**src/rtl/dmem_arb_pkg.sv**
```systemverilog
// Shared types and constants for the data-memory port arbiter.
// Widths here are fixed by the CPU31 memory bus.
package dmem_arb_pkg;

    localparam int DATA_W = 32;
    localparam int ADDR_W = 32;
    localparam int LEN_W  = 4;
    localparam int CD_W   = 8;

    localparam logic [ADDR_W-1:0] ADDR_STEP = 32'd4;

    typedef enum logic {
        S_CPU = 1'b0,
        S_DBG = 1'b1
    } arb_state_t;

endpackage

```
**src/rtl/dmem_port_mux.sv**
```systemverilog
// Combinational steering of the DMEM port between the core and the debug requester.
module dmem_port_mux
    import dmem_arb_pkg::*;
(
    input  arb_state_t        state,
    input  logic              cpu_dmem_ena,
    input  logic              cpu_dmem_w,
    input  logic [ADDR_W-1:0] cpu_dmem_addr,
    input  logic [DATA_W-1:0] cpu_dmem_wdata,
    input  logic              dbg_we,
    input  logic [ADDR_W-1:0] dbg_addr,
    input  logic [DATA_W-1:0] dbg_wdata,
    output logic              mem_ena,
    output logic              mem_w,
    output logic [ADDR_W-1:0] mem_addr,
    output logic [DATA_W-1:0] mem_wdata
);

    // While the debug side owns the port every core request is dropped.
    always_comb begin
        mem_ena   = cpu_dmem_ena;
        mem_w     = cpu_dmem_w;
        mem_addr  = cpu_dmem_addr;
        mem_wdata = cpu_dmem_wdata;
        if (state == S_DBG) begin
            mem_ena   = 1'b1;
            mem_w     = dbg_we;
            mem_addr  = dbg_addr;
            mem_wdata = dbg_wdata;
        end
    end

endmodule

```
**src/rtl/dmem_arbiter.sv**
```systemverilog
// Shares the DMEM port between the CPU31 core and a debug/host requester.
// Define DMEM_ARB_BURST_EN to honour dbg_len for multi-word read bursts.
module dmem_arbiter
    import dmem_arb_pkg::*;
#(
    parameter int CPU_MIN_CYCLES = 4
) (
    input  logic              clk,
    input  logic              rst,
    input  logic              cpu_run,
    output logic              cpu_ena,
    input  logic              cpu_dmem_ena,
    input  logic              cpu_dmem_w,
    input  logic              cpu_dmem_r,
    input  logic [ADDR_W-1:0] cpu_dmem_addr,
    input  logic [DATA_W-1:0] cpu_dmem_wdata,
    output logic [DATA_W-1:0] cpu_dmem_rdata,
    input  logic              dbg_req,
    input  logic              dbg_we,
    input  logic [ADDR_W-1:0] dbg_addr,
    input  logic [DATA_W-1:0] dbg_wdata,
    input  logic [LEN_W-1:0]  dbg_len,
    output logic              dbg_ack,
    output logic [DATA_W-1:0] dbg_rdata,
    output logic              dbg_busy,
    output logic              mem_ena,
    output logic              mem_w,
    output logic [ADDR_W-1:0] mem_addr,
    output logic [DATA_W-1:0] mem_wdata,
    input  logic [DATA_W-1:0] mem_rdata
);

    localparam logic [CD_W-1:0] CD_LOAD = CD_W'(CPU_MIN_CYCLES);

    arb_state_t        state_q;
    logic [CD_W-1:0]   cooldown_q;
    logic [ADDR_W-1:0] addr_q;
    logic              we_q;
    logic              dbg_ack_q;
    logic [DATA_W-1:0] dbg_rdata_q;
    logic              last_word;

    // The core's read strobe carries no information for a combinational DMEM.
    logic unused_cpu_r;
    assign unused_cpu_r = cpu_dmem_r;

`ifdef DMEM_ARB_BURST_EN
    logic [LEN_W-1:0] cnt_q;
    assign last_word = (cnt_q == '0);
`else
    logic unused_len;
    assign unused_len = ^dbg_len;
    assign last_word  = 1'b1;
`endif

    always_ff @(posedge clk or negedge rst) begin
        if (!rst) begin
            state_q     <= S_CPU;
            cooldown_q  <= '0;
            addr_q      <= '0;
            we_q        <= 1'b0;
            dbg_ack_q   <= 1'b0;
            dbg_rdata_q <= '0;
`ifdef DMEM_ARB_BURST_EN
            cnt_q       <= '0;
`endif
        end else begin
            dbg_ack_q <= 1'b0;
            case (state_q)
                S_CPU: begin
                    if (cooldown_q != '0) begin
                        cooldown_q <= cooldown_q - CD_W'(1);
                    end else if (dbg_req) begin
                        state_q <= S_DBG;
                        addr_q  <= dbg_addr;
                        we_q    <= dbg_we;
`ifdef DMEM_ARB_BURST_EN
                        cnt_q   <= dbg_we ? '0 : dbg_len;
`endif
                    end
                end
                S_DBG: begin
                    dbg_ack_q <= 1'b1;
                    if (!we_q) begin
                        dbg_rdata_q <= mem_rdata;
                    end
                    addr_q <= addr_q + ADDR_STEP;
                    if (last_word) begin
                        state_q    <= S_CPU;
                        cooldown_q <= CD_LOAD;
                    end
`ifdef DMEM_ARB_BURST_EN
                    else begin
                        cnt_q <= cnt_q - LEN_W'(1);
                    end
`endif
                end
                default: state_q <= S_CPU;
            endcase
        end
    end

    assign cpu_ena        = cpu_run & (state_q == S_CPU);
    assign dbg_busy       = (state_q == S_DBG);
    assign dbg_ack        = dbg_ack_q;
    assign dbg_rdata      = dbg_rdata_q;
    assign cpu_dmem_rdata = mem_rdata;

    dmem_port_mux u_port_mux (
        .state          (state_q),
        .cpu_dmem_ena   (cpu_dmem_ena),
        .cpu_dmem_w     (cpu_dmem_w),
        .cpu_dmem_addr  (cpu_dmem_addr),
        .cpu_dmem_wdata (cpu_dmem_wdata),
        .dbg_we         (we_q),
        .dbg_addr       (addr_q),
        .dbg_wdata      (dbg_wdata),
        .mem_ena        (mem_ena),
        .mem_w          (mem_w),
        .mem_addr       (mem_addr),
        .mem_wdata      (mem_wdata)
    );

endmodule

```
**config.mk**
```make
export PLATFORM = sky130hd
export DESIGN_NAME = dmem_arbiter
export DESIGN_NICKNAME = d
export VERILOG_FILES = /design/src/rtl/dmem_arb_pkg.sv /design/src/rtl/dmem_port_mux.sv /design/src/rtl/dmem_arbiter.sv
export SDC_FILE = /design/constraint.sdc
export NUM_CORES = 1
export LEC_CHECK = 0
export BUFFER_PORTS_ARGS = -buffer_cell sky130_fd_sc_hd__buf_2
export CORE_AREA = 4 4 117 119
export CTS_CLUSTER_DIAMETER = 120
export CTS_CLUSTER_SIZE = 20
export DETAILED_ROUTE_END_ITERATION = 10
export DIE_AREA = 0 0 121 123
export PLACE_DENSITY = 0.71
export SKIP_LAST_GASP = 1
export SYNTH_ARGS = -nofsm -noshare
export SYNTH_HDL_FRONTEND = slang
export SYNTH_SLANG_ARGS = --single-unit
```
**constraint.sdc**
```tcl
create_clock -name clk -period 2.65 [get_ports clk]
set_clock_uncertainty 0.2 [all_clocks]
set_input_delay 0.53 -clock clk [delete_from_list [all_inputs] [get_ports clk]]
set_output_delay 0.53 -clock clk [all_outputs]
set_load 0.01 [all_outputs]
```
Yosys cells after proc, flatten, opt, wreduce, memory -nomap -nowiden
Cells that the tools add are included.

word-level totals
  word-level logic and storage cells = 32
  output and inout port bits = 133
  input bits = 172
  register bits = 75

cells by class
  bitwise logic cells = 4
  reduce and logical (&&, ||, !) cells = 4
  eq/ne operators = 3
  $add $sub $neg = 2
  muxes and demuxes = 13

operators with widths
  cell                                              number
  2-to-1 mux 32 bit                                 4
  case mux 32 bit (2 select lines)                  1
  adder 32 x 3 -> 32 bit, second input constant     1
  case mux 8 bit (2 select lines)                   1
  2-to-1 mux 8 bit                                  1
  nonzero test 8 bit                                1
  subtractor 8 x 1 -> 8 bit, second input constant  1
  != test 2 bit, second input constant              3
  2-to-1 mux 1 bit                                  5
  AND reduction 2 bit                               2
  NOT 1 bit                                         3
  AND reduction 3 bit                               1
  case mux 1 bit (2 select lines)                   1
  AND 1 bit                                         1

Depth between registers and ports, before layout
Gate-level depths: netlist (run 1).

  word-level depth = 3
  gate-level depth with buffers = 7
  depth with buffers taken out = 6

Modules after synthesis
From an unflattened synthesis (run 1), not the netlist that was laid out.

second synthesis, totals
  cells, all modules = 472
  area total of the unflattened synthesis = 5088.6 µm²

modules (own cells, without submodules)
  module         instances  seq. area each (µm²)  area each (µm²)  cells an instance
  dmem_arbiter   1          1876.8                4137.7           399
  dmem_port_mux  1          0.0                   950.9            73

Least setup slack after synthesis (run 1)
OpenSTA, ideal clock, no wires.

  path type = register to output
  from = register state_q (netlist: dbg_busy)
  to = output mem_addr[0]
  buffers on the path = 2
  stages on the path, launching flop included = 4
  slack = 0.470 ns
  required time = 1.920 ns
  data arrival time = 1.450 ns
  cells stage by stage = dfrtp_1 -> clkbuf_1 -> clkbuf_1 -> mux2_2

on the way
  word-level cells in the longest chain between the ends = 1

RTL lines
  item                      RTL line             text
  start: declaration        dmem_arbiter.sv:35   arb_state_t state_q;
  start signal: assignment  dmem_arbiter.sv:58   state_q <= S_CPU;
  start signal: assignment  dmem_arbiter.sv:74   state_q <= S_DBG;
  start signal: assignment  dmem_arbiter.sv:89   state_q <= S_CPU;
  2-to-1 mux 32 bit         dmem_port_mux.sv:25  if (state == S_DBG) begin
  end: declaration          dmem_arbiter.sv:28   output logic [ADDR_W-1:0] mem_addr,

No other way between the ends.

Worst setup path after layout (run 1)
  from = register state_q (netlist: dbg_busy)
  to = output mem_wdata[21]

on the way
  word-level cells in the longest chain between the ends = 1

RTL lines
  item               RTL line             text
  2-to-1 mux 32 bit  dmem_port_mux.sv:25
  end: declaration   dmem_arbiter.sv:29   output logic [DATA_W-1:0] mem_wdata,

No other way between the ends.

==> out/results.tsv, run 1 <==
metric	value	unit
status	completed	
post-route minimum period	2.50	ns
Avg WL per Cell	18.3	microns
Tot Pwr	5.67	mW
worst skew pair latency	0.33	ns
vias in the first global route	4798	
dpl cells	879	
largest net degree at the start of global routing	46	
Seq cells post-synth	75	
Clock Sinks	75	
critical path fanouts, max	21	
initial antenna violation count	5	
Post-synth top flop	dfrtp_1	
synth warn	0	
leakage	3.20	nW
critical path data arrival time	1.77	ns
type of the most critical hold path	in -> async	
Die W	121	microns
GRT overflow	0	
total wire length	16500	microns
FP Rows	41	
Metal-1 WL	6420	microns
Synth Instances	463	
Remaining DRCs	0	
Post-CTS Hold Buffers	0	
H-tree Lvls	3	
RePlAce Congestion	0.798	
final std cells w/o fill	899	
wire length on met3	1490	microns
CTS Buf Count	9	
R2R Path End	addr_q[18]	
post-route ant nets	0	
initial DRC count	239	
max-slew violations	0	
share of layout cells above drive strength 1	0.602	
first-pass GRT wire length	24800	microns
Layout area overhead	35.9	%
vias per cell	5.30	
RSZ-0062 raised after global routing	false	
count of unique library cells instantiated by Yosys	48	
maximum vdd drop	0.323	mV
CTS tree	built	
CTS clk-pin slew, worst paths	0.07	ns
DRT Pass-1 Iters	4	
post-route setup TNS	0	ns
FF-to-FF Start	addr_q[2]	
startpoint types	flip-flop	
Die ar.	0.0149	sq mm
nets@finish	894	
CP max-delay cell	dfrtp_4	
Post-Syn Area	0.00488	sq mm
Max-Cap Viols	0	
Worst path max stage delay	0.68	ns
Post-synth EDFFs	0	
reg2reg path depth	5	
Syn Nets	638	
crit path kind	reg -> out	
Reg2Reg Setup Slack	0.35	ns
total track usage	0.211	
worst-margin pin slew	0.614	ns
WL met2	8390	microns
power density over the cells	853	mW/mm^2
Initial Util	0.389	
via count	4767	
CP cell instances	buf_4, mux2_2, buf_2	
Boundary Pins	305	
asr flop ratio synth	1.00	
CTS resizes	0	
Die Ht	123	microns
Max transition margin	0.591	
Root Buffer	clkbuf_16	
Critical Path Sink Type	output pin	
final hold vios	0	
Avg Cell Area, Syn	10.6	sq um
CP required	1.92	ns
top sig layer	met5	
post-route design area	0.00664	sq mm
Seq/Total Area, Yosys	0.384	
core area	0.0126	sq mm
fin crit share	0.945	
DP Area	0.00635	sq mm
Post-DP HPWL	13000	microns
Max Clk Rate	0.399	GHz
Clock Tree Buf Depth	2	
endpoints failing setup	0	
PortBufs	299	
-- final cells by class --
| type | instances | area, sq um |
|---|---|---|
| Tap cell | 172 | 215 |
| Antenna cell | 3 | 7.51 |
| Clock buffer | 10 | 229 |
| Sequential cell | 75 | 1880 |
| Fill cell | 1165 | 5930 |
| Multi-Input combinational cell | 316 | 2600 |
| Clock inverter | 6 | 41.3 |
| Inverter | 4 | 15.0 |
| Timing Repair Buffer | 313 | 1650 |
-- cells by family (layout without fill, tap and decap cells) --
| kind of cell | after synthesis | in the layout | share of synthesized area |
|---|---|---|---|
| XOR/XNOR | 18 | 18 | 0.0323 |
| other | 0 | 3 | 0 |
| multiplexers | 102 | 102 | 0.235 |
| buffers and inverters | 72 | 333 | 0.0848 |
| adder cells (fa/ha/maj) | 3 | 3 | 0.00769 |
| AO/OA/AOI/OAI | 84 | 84 | 0.116 |
| flip-flops | 75 | 75 | 0.384 |
| AND/OR/NAND/NOR | 109 | 109 | 0.140 |
-- repair_timing --
action	CTS	global route
hold endpoints to repair	0	0
setup endpoints to repair	1	0
setup buffers	1	0
-- layer usage --
| metal | vias to the layer above | GRT usage |
|---|---|---|
| met4 | 4 | 0.0588 |
| met2 | 233 | 0.371 |
| met3 | 16 | 0.0581 |
| met5 | - | 0 |
| met1 | 2289 | 0.254 |
| li1 | 2225 | - |
-- flip-flops by register name, indices dropped and copies added, names as in the netlist --
name and count:
dbg_busy 1, dbg_ack 1, dbg_rdata 32, addr_q 32, we_q 1, cooldown_q 8
-- synth_stat cells, types with 5 or more instances --
master     n  area (sq um)
or3_1      7          43.8
mux2_1     7          78.8
buf_2     10          50.1
nand3_1   11          55.1
a31oi_1   15          93.8
a211oi_1  28           210
a21oi_1   15          75.1
and3_1    28           175
buf_4     33           248
xor2_1     6          52.6
dfrtp_1   75          1880
o21ai_0    5          25.0
xnor2_1   12           105
nand2_1   12          45.0
or4_1     11          82.6
nand4_1    9          56.3
o31ai_1   11          82.6
nor2_1     8          30.0
mux2_2    93          1050
clkbuf_1  21          78.8
-- critical path: cells and delay by family (launching register included) --
family | cells | cell delay (ns)
flip-flops | 1 | 0.68
buffers and inverters | 2 | 0.40
multiplexers | 1 | 0.35
-- cells in the final DEF, fill, tap and decap left out, types with 3 or more instances in the layout --
| cell type | count |
|---|---|
| buf_4 | 11 |
| nor2_1 | 8 |
| and3_1 | 28 |
| a311oi_1 | 3 |
| clkbuf_16 | 9 |
| a21oi_1 | 15 |
| mux2_1 | 7 |
| or4_1 | 11 |
| inv_1 | 4 |
| xor2_1 | 6 |
| or3_1 | 7 |
| mux2_2 | 93 |
| xnor2_1 | 12 |
| buf_12 | 3 |
| o31ai_1 | 11 |
| a211oi_1 | 28 |
| clkinvlp_4 | 3 |
| a31oi_1 | 15 |
| diode_2 | 3 |
| o21ai_0 | 5 |
| nand3_1 | 11 |
| nand4_1 | 9 |
| ha_1 | 3 |
| dfrtp_1 | 74 |
| buf_2 | 298 |
| nand2_1 | 12 |
-- how the worst max path moves through the flow --
stage                          to  cells past startpoint     start
floorplan             mem_addr[0]                      3  dbg_busy
global placement    mem_wdata[18]                      3  dbg_busy
detailed placement  mem_wdata[21]                      3  dbg_busy
CTS                 mem_wdata[18]                      3  dbg_busy
global route        mem_wdata[18]                      3  dbg_busy
finish              mem_wdata[21]                      3  dbg_busy
-- per-stage QoR --
step	util	setup WS, ns	hold slack (ns)
finish	0.528	0.146	0.00496
global placement	0.505	0.389	0.261
CTS	0.528	0.133	0.0296
floorplan	-	0.470	0.0344
global route	0.528	0.0720	0.0464
detailed placement	0.505	0.362	0.272
-- report_power, final --
part	internal, mW	switching [mW]	leakage [nW]
logic	1.10	1.09	2.17
clock network	0.634	0.493	0.125
registers	1.71	0.638	0.906
(Power assumes the default switching activity.)
==> run 2, diff against run 1 <==
--- a/config.mk
+++ b/config.mk
@@ -5,13 +5,14 @@
 export SDC_FILE = /design/constraint.sdc
 export NUM_CORES = 1
 export LEC_CHECK = 0
+export ABC_AREA = 1
 export BUFFER_PORTS_ARGS = -buffer_cell sky130_fd_sc_hd__buf_2
-export CORE_AREA = 4 4 117 119
+export CORE_AREA = 4 4 115 117
 export CTS_CLUSTER_DIAMETER = 120
 export CTS_CLUSTER_SIZE = 20
 export DETAILED_ROUTE_END_ITERATION = 10
-export DIE_AREA = 0 0 121 123
-export PLACE_DENSITY = 0.71
+export DIE_AREA = 0 0 119 121
+export PLACE_DENSITY = 0.74
 export SKIP_LAST_GASP = 1
 export SYNTH_ARGS = -nofsm -noshare
 export SYNTH_HDL_FRONTEND = slang
==> out/results.tsv, run 2 <==
metric	value	unit	change
Setup crit start	dbg_busy		unchanged
Post-DP HPWL	13600	microns	was 13000 microns
most common cell after layout, fill and taps aside	nand2_1		was buf_2
Post-synth EDFFs	0		unchanged
Seq cells post-synth	75		unchanged
status	completed		unchanged
final core utilization	0.544		was 0.528
post-route design area	0.00673	sq mm	was 0.00664 sq mm
Max transition margin	0.225		was 0.591
Synth area leaders	dfrtp_1 (38%), nand2_1 (30%), nand3_1 (6.5%)		was dfrtp_1 (38%), mux2_2 (21%), buf_4 (5.1%)
Synth top cells by count	nand2_1 (393), dfrtp_1 (75), nor2_1 (73), nand3_1 (64), inv_1 (40)		was mux2_2 (93), dfrtp_1 (75), buf_4 (33), a211oi_1 (28), and3_1 (28)
asr flop ratio synth	1.00		unchanged
maximum vdd drop	0.559	mV	was 0.323 mV
first-pass GRT wire length	27000	microns	was 24800 microns
critical path fanouts, max	25		was 21
initial DRC count	344		was 239
DRT Pass-1 Iters	5		was 4
endpoints failing setup	0		unchanged
PortBufs	299		unchanged
Layout area overhead	35.8	%	was 35.9%
nets@finish	1220		was 894
share of the synthesized area in the top cell type	0.379		was 0.384
Post-Syn Area	0.00495	sq mm	was 0.00488 sq mm
total track usage	0.236		was 0.211
Root Buffer	clkbuf_16		unchanged
post-route setup TNS	0	ns	unchanged
Die ar.	0.0144	sq mm	was 0.0149 sq mm
Critical Path Sink Type	output pin		unchanged
Die Ht	121	microns	was 123 microns
synth warn	0		unchanged
CTS resizes	0		unchanged
top-count cell post-synth	nand2_1		was mux2_2
cell taking the most area after synthesis	dfrtp_1		unchanged
critical path data arrival time	1.65	ns	was 1.77 ns
RePlAce Congestion	0.908		was 0.798
fin crit share	0.896		was 0.945
vias per cell	4.68		was 5.30
final hold vios	0		unchanged
commonest cells after routing, fill and taps aside	nand2_1 (393), buf_2 (298), dfrtp_1 (74)		was buf_2 (298), mux2_2 (93), dfrtp_1 (74)
net switching power	2.04	mW	was 2.22 mW
Sw Ratio	0.387		was 0.393
post-route minimum period	2.38	ns	was 2.50 ns
Clock Tree Buf Depth	2		unchanged
HP Start	dbg_addr[1]		
FP Rows	41		unchanged
Max-Cap Viols	0		unchanged
Avg WL per Cell	14.2	microns	was 18.3 microns
count of unique library cells instantiated by Yosys	28		was 48
Max Clk Rate	0.421	GHz	was 0.399 GHz
H-tree Lvls	3		unchanged
n_diodes	0		was 3
Initial Util	0.401		was 0.389
initial antenna violation count	0		was 5
Boundary Pins	305		unchanged
CP required	1.92	ns	about the same
leakage	3.79	nW	was 3.20 nW
core area	0.0124	sq mm	was 0.0126 sq mm
Remaining DRCs	0		unchanged
crit path kind	reg -> out		unchanged
cell internal pwr	3.23	mW	was 3.44 mW
Syn Nets	963		was 638
via count	5713		was 4767
Seq/Total Area, Yosys	0.379		was 0.384
Avg Cell Area, Syn	6.29	sq um	was 10.6 sq um
Setup Buffers After CTS	0		was 1
RSZ-0062 raised after global routing	false		unchanged
vias in the first global route	5393		was 4798
CTS tree	built		unchanged
Synth Instances	788		was 463
startpoint types	flip-flop		unchanged
post-route ant nets	0		unchanged
worst skew pair latency	0.33	ns	about the same
DP Area	0.00640	sq mm	was 0.00635 sq mm
Seq pwr share	0.406		was 0.414
total area of sequential cells	0.00188	sq mm	about the same
# fillers	1295		was 1165
FF-to-FF Start	cooldown_q[1]		was addr_q[2]
Post-CTS Hold Buffers	1		was 0
largest net degree at the start of global routing	77		was 46
type of the most critical hold path	in -> reg		was in -> async
share of layout cells above drive strength 1	0.322		was 0.602
total wire length	17400	microns	was 16500 microns
power density over the cells	783	mW/mm^2	was 853 mW/mm^2
CTS Buf Count	9		unchanged
Multi-input gate area	0.00254	sq mm	was 0.00260 sq mm
Die W	119	microns	was 121 microns
Tot Pwr	5.27	mW	was 5.67 mW
Clock Sinks	75		unchanged
Comb power frac	0.352		was 0.387
CTS clk-pin slew, worst paths	0.06	ns	was 0.07 ns
GRT overflow	0		unchanged
Clock Power Share	0.241		was 0.199
worst-margin pin slew	1.16	ns	was 0.614 ns
Post-synth top flop	dfrtp_1		unchanged
max-slew violations	0		unchanged
-- run 2: layer usage --
metal	vias up	wire length (microns)	global-route usage
met4	0	248	0.0681
met1	2530	6970	0.283
met3	14	1590	0.0732
met2	239	8550	0.408
met5	-	0	0
li1	2930	-	-
-- run 2: worst paths after layout --
check	to	slack (ns)	depth (start not counted)
max in group asynchronous	dbg_rdata[12]	1.17	3
min in group asynchronous	addr_q[10]	0.49	2
min reg2reg	dbg_rdata[17]	0.27	2
max reg2reg	addr_q[29]	0.36	8
max	mem_w	0.27	5
min	addr_q[1]	0.20	3
-- run 2: cells by family (layout without fill, tap and decap cells) --
kind of cell	count (synthesis)	count (layout)	synth area share
xor+xnor	4	4	0.00707
flops	75	75	0.379
buf+inv	108	370	0.110
fa+ha+maj	3	3	0.00758
compound gates	53	53	0.0563
simple gates	545	545	0.441
-- run 2: power groups by stage --
stage | clock network [mW] | logic, mW | registers (mW)
3_5_place_dp | 0 | 1.88 | 2.14
4_1_cts | 1.30 | 1.88 | 2.13
2_1_floorplan | 0 | 1.03 | 2.17
3_3_place_gp | 0 | 1.82 | 2.13
6_report | 1.27 | 1.86 | 2.14
5_1_grt | 1.35 | 2.13 | 2.22
-- run 2: area by class of cell --
cell class,count,area share
Timing Repair Buffer,309,0.240
Multi-Input combinational cell,605,0.377
Inverter,45,0.0253
Tap cell,172,0.0320
Clock inverter,5,0.00911
Sequential cell,75,0.279
Clock buffer,11,0.0376
-- run 2: metrics by stage --
step	hold slack [ns]	worst slack, ns	cells
detailed placement	0.253	0.364	1205
finish	0.198	0.274	1222
global placement	0.249	0.424	1205
floorplan	0.0344	0.479	788
CTS	0.188	0.240	1222
global route	0.200	0.154	1222
-- run 2: worst max-delay path, cell delays in order (launching register included) --
cell and delay, ns:
dfrtp_2 0.44, clkinv_2 0.10, buf_4 0.24, nor2_2 0.31, nor2_1 0.07, buf_2 0.15
==> run 3, diff against run 2 <==
--- a/config.mk
+++ b/config.mk
@@ -7,12 +7,14 @@
 export LEC_CHECK = 0
 export ABC_AREA = 1
 export BUFFER_PORTS_ARGS = -buffer_cell sky130_fd_sc_hd__buf_2
-export CORE_AREA = 4 4 115 117
+export CELL_PAD_IN_SITES_DETAIL_PLACEMENT = 0
+export CELL_PAD_IN_SITES_GLOBAL_PLACEMENT = 1
+export CORE_AREA = 4 4 139 141
 export CTS_CLUSTER_DIAMETER = 120
 export CTS_CLUSTER_SIZE = 20
 export DETAILED_ROUTE_END_ITERATION = 10
-export DIE_AREA = 0 0 119 121
-export PLACE_DENSITY = 0.74
+export DIE_AREA = 0 0 143 145
+export PLACE_DENSITY = 0.77
 export SKIP_LAST_GASP = 1
 export SYNTH_ARGS = -nofsm -noshare
 export SYNTH_HDL_FRONTEND = slang
==> out/results.tsv, run 3 (synthesis gave the netlist of run 2 again) <==
metric	value	unit	change
Boundary Pins	305		unchanged
Max transition margin	0.537		was 0.225
DRT Pass-1 Iters	4		was 5
fin crit share	0.895		was 0.896
maximum vdd drop	0.435	mV	was 0.559 mV
Critical Path Sink Type	output pin		unchanged
Clock Sinks	75		unchanged
Die W	143	microns	was 119 microns
wire length on met3	1700	microns	was 1590 microns
Post-CTS Hold Buffers	1		unchanged
CTS clk-pin slew, worst paths	0.06	ns	about the same
crit path kind	reg -> out		unchanged
CTS resizes	0		unchanged
Clock Tree Buf Depth	2		unchanged
post-route minimum period	2.37	ns	was 2.38 ns
dpl cells	1263		was 1205
most common cell after layout, fill and taps aside	nand2_1		unchanged
via count	5691		was 5713
WL met2	9150	microns	was 8550 microns
critical path data arrival time	1.64	ns	was 1.65 ns
Initial Util	0.276		was 0.401
post-route setup TNS	0	ns	unchanged
worst-margin pin slew	0.694	ns	was 1.16 ns
CP required	1.92	ns	about the same
type of the most critical hold path	in -> reg		unchanged
vias in the first global route	5584		was 5393
endpoints failing setup	0		unchanged
n_diodes	0		unchanged
worst skew pair latency	0.34	ns	was 0.33 ns
max-slew violations	0		unchanged
CP cell instances	clkinv_2, buf_12, nand2_1, o21ai_0, buf_2		was clkinv_2, buf_4, nor2_2, nor2_1, buf_2
Max Clk Rate	0.422	GHz	was 0.421 GHz
RSZ-0062 raised after global routing	false		unchanged
share of layout cells above drive strength 1	0.323		was 0.322
top sig layer	met5		was met4
largest net degree at the start of global routing	107		was 77
Post-DP HPWL	14900	microns	was 13600 microns
initial DRC count	264		was 344
Worst path max stage delay	0.43	ns	was 0.44 ns
CTS tree	built		unchanged
initial antenna violation count	1		was 0
CTS Buf Count	9		unchanged
H-tree Lvls	3		unchanged
PortBufs	299		unchanged
Avg WL per Cell	14.9	microns	was 14.2 microns
critical path fanouts, max	106		was 25
commonest cells after routing, fill and taps aside	nand2_1 (393), buf_2 (298), dfrtp_1 (74)		unchanged
final std cells w/o fill	1280		was 1222
Root Buffer	clkbuf_16		unchanged
core area	0.0180	sq mm	was 0.0124 sq mm
GRT overflow	0		unchanged
final core utilization	0.381		was 0.544
status	completed		unchanged
Layout area overhead	38.2	%	was 35.8%
first-pass GRT wire length	28700	microns	was 27000 microns
post-route ant nets	0		unchanged
CP max-delay cell	dfrtp_2		unchanged
Setup Buffers After CTS	0		unchanged
total wire length	19100	microns	was 17400 microns
Remaining DRCs	0		unchanged
Max-Cap Viols	0		unchanged
Die Ht	145	microns	was 121 microns
leakage	3.80	nW	was 3.79 nW
RePlAce Congestion	0.827		was 0.908
FP Rows	49		was 41
startpoint types	flip-flop		unchanged
vias per cell	4.45		was 4.68
total track usage	0.175		was 0.236
nets@finish	1221		was 1220
power density over the cells	795	mW/mm^2	was 783 mW/mm^2
Die ar.	0.0207	sq mm	was 0.0144 sq mm
Metal-1 WL	7970	microns	was 6970 microns
final hold vios	0		unchanged
run 3: changes by cell type in the layout (fill, tap and decap cells not counted):
cell	previous run	this run
buf_4	7	8
bufinv_16	1	3
clkinvlp_4	0	3
clkinv_2	2	1
clkinv_4	3	0
clkbuf_8	2	1
run 3: final cells by class:
| type | instances | area [sq um] |
|---|---|---|
| clock inverter | 6 | 113 |
| multi-input combinational | 605 | 2540 |
| sequential | 75 | 1880 |
| tap | 229 | 287 |
| fill | 1991 | 11100 |
| clock buffer | 10 | 239 |
| timing repair buffer | 310 | 1620 |
| inverter | 45 | 170 |
run 3: worst paths after layout:
check	startpoint	endpoint	slack (ns)	cells after the start
worst max-delay path	dbg_busy	mem_addr[30]	0.28	5
worst min-delay path	dbg_we	we_q	0.19	3
worst max register to register	cooldown_q[0]	addr_q[17]	0.60	9
worst min register to register	dbg_rdata[8]	dbg_rdata[8]	0.26	2
max in group asynchronous	rst	dbg_rdata[7]	1.09	3
min in group asynchronous	rst	dbg_rdata[29]	0.49	2
run 3: per-stage QoR:
step	power [mW]	setup WS (ns)	area, sq um	hold slack, ns
after global routing	5.90	0.141	6840	0.200
after global placement	3.99	0.593	6480	0.248
final	5.44	0.278	6840	0.186
after detailed placement	4.04	0.551	6480	0.253
after floorplan	3.19	0.479	4950	0.0344
after CTS	5.53	0.225	6840	0.170
run 3: critical path: cells and delay by family (launching register included):
family                 cells  cell delay, ns
buffers and inverters      3            0.60
DFF                        1            0.43
AOI/OAI and AO/OA          1            0.11
and+or+nand+nor            1            0.13
run 3: power by group:
group / internal (mW) / switching (mW) / total [mW]
Combinational: 0.755 / 1.10 / 1.85
Sequential: 1.68 / 0.455 / 2.14
Clock: 0.946 / 0.510 / 1.46
run 3: routing by layer:
layer  up-vias  GRT usage
li1       2936          -
met1      2499      0.212
met2       239      0.307
met3        15     0.0484
met4         2     0.0399
met5         -          0
